===== src/rtl/sum_log_pkg.sv =====
// Shared defaults for the sum_log capture/log slice: widths, FIFO depth and the sum type.
package sum_log_pkg;

  localparam int SUM_DATA_W = 8;
  localparam int SUM_DEPTH  = 4;
  localparam int SUM_TOT_W  = 16;

  typedef logic [SUM_DATA_W-1:0] sum_t;

endpackage


===== src/rtl/sum_log_fifo.sv =====
// First-word fall-through FIFO for captured sums; push/pop/clr arrive already qualified.
module sum_log_fifo
  import sum_log_pkg::*;
#(
  parameter  int DATA_W = SUM_DATA_W,
  parameter  int DEPTH  = SUM_DEPTH,
  localparam int PTR_W  = $clog2(DEPTH),
  localparam int CNT_W  = $clog2(DEPTH) + 1
) (
  input  logic              ck,
  input  logic              reset_l,
  input  logic              clr,
  input  logic              push,
  input  logic              pop,
  input  logic [DATA_W-1:0] wr_data,
  output logic [DATA_W-1:0] rd_data,
  output logic              empty,
  output logic              full,
  output logic [CNT_W-1:0]  count
);

  logic [DATA_W-1:0] mem [DEPTH];
  logic [PTR_W-1:0]  wr_ptr;
  logic [PTR_W-1:0]  rd_ptr;

  // Storage carries no reset; stale slots are unreachable once the pointers clear.
  always_ff @(posedge ck) begin
    if (push) mem[wr_ptr] <= wr_data;
  end

  always_ff @(posedge ck) begin
    if (!reset_l || clr) begin
      wr_ptr <= '0;
      rd_ptr <= '0;
      count  <= '0;
    end else begin
      if (push) wr_ptr <= wr_ptr + 1'b1;
      if (pop)  rd_ptr <= rd_ptr + 1'b1;
      case ({push, pop})
        2'b10:   count <= count + 1'b1;
        2'b01:   count <= count - 1'b1;
        default: count <= count;
      endcase
    end
  end

  assign empty   = (count == '0);
  assign full    = (count == CNT_W'(DEPTH));
  assign rd_data = empty ? '0 : mem[rd_ptr];

endmodule


===== src/rtl/sum_log.sv =====
// Captures accumulator sums into a FIFO, tracks a wrapping grand total and a sticky drop flag.
// Define SUM_LOG_MAX_EN to build the running maximum register behind max_sum.
module sum_log
  import sum_log_pkg::*;
#(
  parameter  int DATA_W = SUM_DATA_W,
  parameter  int DEPTH  = SUM_DEPTH,
  parameter  int TOT_W  = SUM_TOT_W,
  localparam int CNT_W  = $clog2(DEPTH) + 1
) (
  input  logic              ck,
  input  logic              reset_l,
  input  logic              done,
  input  logic [DATA_W-1:0] sum,
  input  logic              clr_l,
  input  logic              rd_l,
  output logic [DATA_W-1:0] rd_data,
  output logic              empty,
  output logic              full,
  output logic [CNT_W-1:0]  count,
  output logic              ovf,
  output logic [TOT_W-1:0]  total,
  output logic [DATA_W-1:0] max_sum
);

  logic push;
  logic pop;
  logic drop;
  logic clr;

  // A pop in the same cycle frees a slot, so a full FIFO can still accept.
  assign clr  = ~clr_l;
  assign pop  = ~rd_l & ~empty;
  assign push = done & (~full | pop);
  assign drop = done & full & ~pop;

  sum_log_fifo #(
    .DATA_W (DATA_W),
    .DEPTH  (DEPTH)
  ) u_fifo (
    .ck      (ck),
    .reset_l (reset_l),
    .clr     (clr),
    .push    (push),
    .pop     (pop),
    .wr_data (sum),
    .rd_data (rd_data),
    .empty   (empty),
    .full    (full),
    .count   (count)
  );

  always_ff @(posedge ck) begin
    if (!reset_l || clr) begin
      ovf   <= 1'b0;
      total <= '0;
    end else begin
      if (drop) ovf <= 1'b1;
      if (push) total <= total + TOT_W'(sum);
    end
  end

`ifdef SUM_LOG_MAX_EN
  always_ff @(posedge ck) begin
    if (!reset_l || clr) begin
      max_sum <= '0;
    end else if (push && (sum > max_sum)) begin
      max_sum <= sum;
    end
  end
`else
  assign max_sum = '0;
`endif

endmodule


===== config.mk =====
export PLATFORM = sky130hd
export DESIGN_NAME = sum_log
export DESIGN_NICKNAME = d
export VERILOG_FILES = /design/src/rtl/sum_log_pkg.sv /design/src/rtl/sum_log_fifo.sv /design/src/rtl/sum_log.sv
export SDC_FILE = /design/constraint.sdc
export NUM_CORES = 1
export LEC_CHECK = 0
export ABC_AREA = 1
export ABC_CLOCK_PERIOD_IN_PS = 2500
export CORE_UTILIZATION = 44
export DETAILED_ROUTE_END_ITERATION = 8
export PLACE_DENSITY_LB_ADDON = 0.2
export REMOVE_ABC_BUFFERS = 1
export SLEW_MARGIN = 20
export SYNTH_ARGS = -nofsm -noshare
export SYNTH_HDL_FRONTEND = slang
export SYNTH_SLANG_ARGS = --single-unit

===== constraint.sdc =====
create_clock -name ck -period 2.5 [get_ports ck]
set_input_delay 0.375 -clock ck [delete_from_list [all_inputs] [get_ports ck]]
set_output_delay 0.375 -clock ck [all_outputs]
set_load 0.02 [all_outputs]

==> out/metrics.yaml, run 1 <==
status:
  outcome: "complete, but fails checks"
  violations: "design-rule violations"
synthesis:
  mappedNetlistArea_sq_um: 2990
  syn_area_per_cell_sq_um: 8.41
  yosysSeqAreaShare_pct: 49.5
  syn_inst: 356
  synth_top_area_share_pct: 32.1
  postSynth.asyncResetShare_pct: 0
  yosysTopAreaCell: "edfxtp_1"
  ys_warn_count: 0
  synth-edff-count: 32
  synth_area_leaders: "edfxtp_1 (32%), dfxtp_1 (17%), nor2_1 (9.8%)"
  ys_ff_latch: 58
  yosysUniqueCellTypes: 31
  synthFlopType: "edfxtp_1"
routing:
  via_per_inst: 4.96
  m1WireLength_um: 2830
  wl_met3_um: 334
  drt_wl_total_um: 6350
  routedWlPerCell_um: 13.0
  drtIter0Drc: 126
  via_count: 2427
  drt-pass1-iter-count: 6
  wl_met2_um: 3060
  top_layer: "met4"
  ant_nets: 0
  drcViolationCount: 10
cells_and_area:
  area_delta_synth_final_pct: 23.1
  drive_gt1_share_pct: 10.4
  fill_cells: 602
  multi_input_area_sq_um: 1270
  postLayoutCoreUtil_pct: 57.1
  seqCellArea_sq_um: 1480
  final_net_count: 434
  antenna_cells: 0
  instances_no_fill: 489
timing:
  finalHoldViolCount: 0
  fmax_mhz: 424
  fin_skew_ns: 0.00600
  drv_slew: 0
  min_period_ns: 2.36
  setup_tns_ns: 0
  setup_viol: 0
  rsz0062_at_grt: "false"
  period_share_pct: 94.4
global_route:
  antenna_found_initial: 0
  grt_pass1_wl_um: 10200
  grt_usage_pct: 19.1
  grt_pass1_vias: 2180
  overflow: 0
  grt_max_degree: 25
floorplanning:
  core_sq_um: 6460
  die_area_sq_um: 7140
  die_width_um: 84.5
  initial_core_util_pct: 46.3
  die_h_um: 84.5
  ios: 51
  row_count: 29
worst_hold_path:
  hp-class: "register to register"
setup_path:
  end_kind: "primary output"
  arrival_ns: 1.99
  start_kind: "register"
  path_class: "register to primary output"
  critPathRequiredTime_ns: 2.12
  cp_max_fo: 17
power:
  power_frac_clock_pct: 40.8
  switching_share_pct: 25.0
  switchingPower_mw: 0.566
  ir_drop_mv: 0.336
  seqPwrFrac_pct: 46.2
  leakage_nw: 1.51
  pwr-share-comb_pct: 13.0
  intPower_mw: 1.70
  power_per_cell_area_nw_per_um2: 615
cts:
  cts_tree: "yes"
  cts_root_buf: "clkbuf_8"
  cts_sinks: 58
  htree_levels: 3
  clock_path_buffers: 2
  cts_buffers: 9
  clk_latency_ns: 0.34
  path_clk_slew_ns: 0.07
placed_design:
  post-place-cells: 473
  hpwl_um: 4430
  globalplace.congestion: 0.909
  io_buffer_count: 42
flow_run:
  cap_violations: 0
-- metrics by stage --
| step | cell area (sq um) | worst slack (ns) | hold slack [ns] | total power [mW] |
|---|---|---|---|---|
| global route | 3680 | 0.000853 | 0.486 | 2.37 |
| floorplan | 2910 | 0.745 | 0.438 | 1.25 |
| detailed placement | 3470 | 0.138 | 0.456 | 1.36 |
| CTS | 3680 | 0.122 | 0.468 | 2.28 |
| finish | 3680 | 0.140 | 0.463 | 2.27 |
| global placement | 3470 | 0.241 | 0.439 | 1.36 |
-- final timing paths --
path / start / to / slack, ns / depth (start not counted)
setup / recovery: register / rd_data[4] / 0.14 / 5
hold / removal: ovf$_SDFFE_PP0P_ / ovf$_SDFFE_PP0P_ / 0.46 / 2
setup reg to reg: u_fifo.count[2]$_SDFFE_PP0P_ / u_fifo.count[2]$_SDFFE_PP0P_ / 0.76 / 10
hold reg to reg: ovf$_SDFFE_PP0P_ / ovf$_SDFFE_PP0P_ / 0.46 / 2
-- cell usage in the layout, fill, tap and decap left out --
cell type        count
a211oi_2             1
a21boi_1             1
a21o_1               2
a21oi_1             23
a21oi_2              1
buf_4                7
bufinv_16            2
clkbuf_1             1
clkbuf_8             9
clkdlybuf4s50_1     42
clkinv_1             1
clkinv_2             3
clkinvlp_4           1
conb_1               8
dfxtp_1             26
edfxtp_1            32
fa_1                 2
ha_1                12
inv_1               30
inv_2                8
inv_4                1
nand2_1             54
nand2_2              3
nand3_1             26
nand3_2              5
nand4_1              1
nand4_4              1
nor2_1              78
nor2_2               1
nor3_1               1
o21ai_0             22
o21ai_1              3
o21bai_1             1
xnor2_1              3
-- state kept, by name (all words and copies together) (netlist names), named ones only --
name,flops
u_fifo.mem,32
u_fifo.wr_ptr,2
total,16
ovf,1
u_fifo.rd_ptr,2
u_fifo.count,3
-- layer usage --
layer	up-vias	track usage (%)
met5	-	0
met4	0	8.17
met3	12	5.01
met2	59	33.2
met1	1104	22.6
li1	1252	-
-- timing repair --
action	4_1_cts	5_1_grt
setup endpoints to repair	2	0
setup buffers	0	0
hold buffers	0	0
gates resized for setup	1	0
-- cell families (layout without fill, tap and decap cells) --
kind of cell,count (synthesis),count (layout),synth area share (%)
AO/OA/AOI/OAI,54,54,9.74
XOR/XNOR,3,3,0.878
AND/OR/NAND/NOR,170,170,24.5
other,1,8,0.125
flip-flops,58,58,49.5
buffers and inverters,56,105,8.90
adder cells (fa/ha/maj),14,14,6.35
-- layout make-up --
type,instances,share of cell area (%)
clock inverters,6,2.21
clock buffers,10,3.46
well taps,77,2.61
multi-input cells,249,34.5
flip-flops and latches,58,40.2
repair buffers,49,12.8
inverters,40,4.18
-- power groups by stage --
stage	sequential (mW)	combinational, mW	clock, mW
2_1_floorplan	1.08	0.167	0
3_3_place_gp	1.07	0.289	0
3_5_place_dp	1.07	0.293	0
4_1_cts	1.05	0.295	0.941
5_1_grt	1.05	0.328	0.995
6_report	1.05	0.294	0.926
-- worst max-delay path: stages, from the launching register on --
cell	delay, ns
dfxtp_1	0.29
buf_4	0.19
inv_2	0.20
o21ai_0	0.13
a21oi_1	0.20
clkdlybuf4s50_1	0.63
-- synth_stat cells (2+ instances only) --
cell type	n
nand2_2	3
a21oi_1	23
nor2_1	78
inv_2	8
edfxtp_1	32
ha_1	12
o21ai_1	3
buf_2	3
xnor2_1	3
buf_4	11
nand3_2	5
a21o_1	2
dfxtp_1	26
inv_1	30
o21ai_0	22
fa_1	2
nand2_1	54
nand3_1	26
No activity file was read; power rests on OpenSTA's default activity.
==> run 2, diff against run 1 <==
- CORE_MARGIN: unset -> 2
==> run 2 against run 1 <==
The run now ends clean; via count shrank 1.0%; register-to-register slack gained 0.02 ns; design area grew 0.24%; cell count grew 0.61%; maximum frequency shrank 1.6%.
==> out/metrics.yaml, run 2 (synthesis results as in run 1) <==
status:
  outcome: "completed"
cts:
  cts_tree: "yes"
  cts.repair.resized: 1
  cts_setup_buffers: 0
  clk_latency_ns: 0.34
  clock_path_buffers: 2
  cts_hold_buffers: 0
  cts_root_buf: "clkbuf_8"
  path_clk_slew_ns: 0.06
  cts_sinks: 58
  htree_levels: 3
  cts_buffers: 9
power:
  seqPwrFrac_pct: 46.1
  power_frac_clock_pct: 40.9
  switchingPower_mw: 0.579
  switching_share_pct: 25.4
  power_per_cell_area_nw_per_um2: 616
  pwr-share-comb_pct: 12.9
  leakage_nw: 1.53
  intPower_mw: 1.70
  ir_drop_mv: 0.351
setup_path:
  critical-path-top-delay-family: "buffers and inverters"
  end_kind: "primary output"
  crit_start: "u_fifo.count[1]$_SDFFE_PP0P_"
  cp_max_fo: 9
  r2r_cells: 8
  arrival_ns: 2.02
  slowest_stage: "clkdlybuf4s50_1"
  crit_cells: 5
  max_stage_delay_ns: 0.64
  cp_num_buf_inv: 3
  rrSetupSlack_ns: 0.78
  crit_chain: "inv_2 -> nand3_2 -> clkinvlp_4 -> a21oi_1 -> clkdlybuf4s50_1"
  path_class: "register to primary output"
  start_kind: "register"
  critPathRequiredTime_ns: 2.12
  reg2reg_to: "total[8]$_SDFFE_PP0P_"
  rr_startpoint: "total[0]$_SDFFE_PP0P_"
  endpoint: "rd_data[3]"
routing:
  m1WireLength_um: 2860
  drt_wl_total_um: 6390
  via_count: 2402
  drt-pass1-iter-count: 4
  drcViolationCount: 0
  wl_met2_um: 3080
  ant_nets: 0
  drtIter0Drc: 101
  top_layer: "met4"
  via_per_inst: 4.88
  wl_met3_um: 316
  routedWlPerCell_um: 13.0
cells_and_area:
  final_net_count: 434
  instances_no_fill: 492
  drive_gt1_share_pct: 10.4
  area_delta_synth_final_pct: 23.4
  final_cell_mix: "nor2_1 (78), nand2_1 (54), clkdlybuf4s50_1 (41)"
  multi_input_area_sq_um: 1270
  top_regs: "u_fifo.mem x32, total x16, u_fifo.count x3"
  largest_register_ffs: 32
  mostFrequentLayoutCell: "nor2_1"
  postLayoutCoreUtil_pct: 55.3
  antenna_cells: 0
  largest-register: "u_fifo.mem"
  fill_cells: 639
  seqCellArea_sq_um: 1480
timing:
  setup_ws_ns: 0.103
  setup_tns_ns: 0
  rsz0062_at_grt: "false"
  holdWs_ns: 0.451
  finalHoldViolCount: 0
  min_period_ns: 2.40
  drv_slew: 0
  period_share_pct: 95.9
  fin_skew_ns: 0.00820
  fmax_mhz: 417
  setup_viol: 0
global_route:
  grt_usage_pct: 18.7
  antenna_found_initial: 0
  grt_max_degree: 25
  grt_pass1_wl_um: 10700
  grt_pass1_vias: 2287
  overflow: 0
placed_design:
  place_ws_ns: 0.155
  hpwl_um: 4560
  post-place-cells: 476
  io_buffer_count: 42
  globalplace.congestion: 0.832
floorplanning:
  initial_core_util_pct: 44.8
  ios: 51
  die_h_um: 86.5
  die_area_sq_um: 7480
  row_count: 30
  die_width_um: 86.5
  core_sq_um: 6680
flow_run:
  cap_violations: 0
worst_hold_path:
  hp-class: "register to register"
[run 2: cell types whose count changed in the layout (fill, tap and decap cells not counted), sizes merged]
| cell | previous run | this run |
|---|---|---|
| clkbuf | 10 | 9 |
| clkinvlp | 1 | 2 |
| dlymetal6s2s | 0 | 1 |
| clkdlybuf4s50 | 42 | 41 |
[run 2: worst reg2reg max path, cell delays in order (launching register included)]
cell and delay, ns:
dfxtp_1 0.33, ha_1 0.22, fa_1 0.43, nand3_1 0.11, nand3_1 0.12, nand2_1 0.10, nand2_1 0.10, a21oi_1 0.14
nor2_1 0.06
[run 2: routing by layer]
metal  global-route usage [%]  vias to the layer above
li1                         -                     1250
met1                     23.2                     1080
met2                     30.4                       62
met4                     8.95                        0
met5                        0                        -
met3                     4.67                       10
[run 2: cell type report]
class / instances / area share [%]
Clock inverter: 7 / 2.27
Sequential cell: 58 / 40.1
Inverter: 40 / 4.23
Tap cell: 80 / 2.71
Timing Repair Buffer: 49 / 12.9
Clock buffer: 9 / 3.35
Multi-Input combinational cell: 249 / 34.4
[run 2: how the worst min path moves through the flow]
stage                             startpoint          endpoint  slack [ns]  cells after the start
2_1_floorplan  u_fifo.rd_ptr[1]$_SDFFE_PP0N_          register        0.44                      2
3_3_place_gp                ovf$_SDFFE_PP0P_  ovf$_SDFFE_PP0P_        0.44                      2
3_5_place_dp                ovf$_SDFFE_PP0P_  ovf$_SDFFE_PP0P_        0.45                      2
4_1_cts                     ovf$_SDFFE_PP0P_  ovf$_SDFFE_PP0P_        0.46                      2
5_1_grt                     ovf$_SDFFE_PP0P_  ovf$_SDFFE_PP0P_        0.47                      2
6_report                    ovf$_SDFFE_PP0P_  ovf$_SDFFE_PP0P_        0.45                      2
[run 2: stage by stage]
stage	power, mW	cell area (sq um)
3_3_place_gp	1.36	3480
5_1_grt	2.36	3690
6_report	2.27	3690
3_5_place_dp	1.36	3480
4_1_cts	2.29	3690
2_1_floorplan	1.25	2910
[run 2: power by group through the flow]
stage / clock (mW) / combinational, mW / sequential [mW]
after CTS: 0.943 / 0.294 / 1.05
after floorplan: 0 / 0.167 / 1.08
after global routing: 0.984 / 0.327 / 1.05
after detailed placement: 0 / 0.293 / 1.07
final: 0.931 / 0.294 / 1.05
after global placement: 0 / 0.289 / 1.07
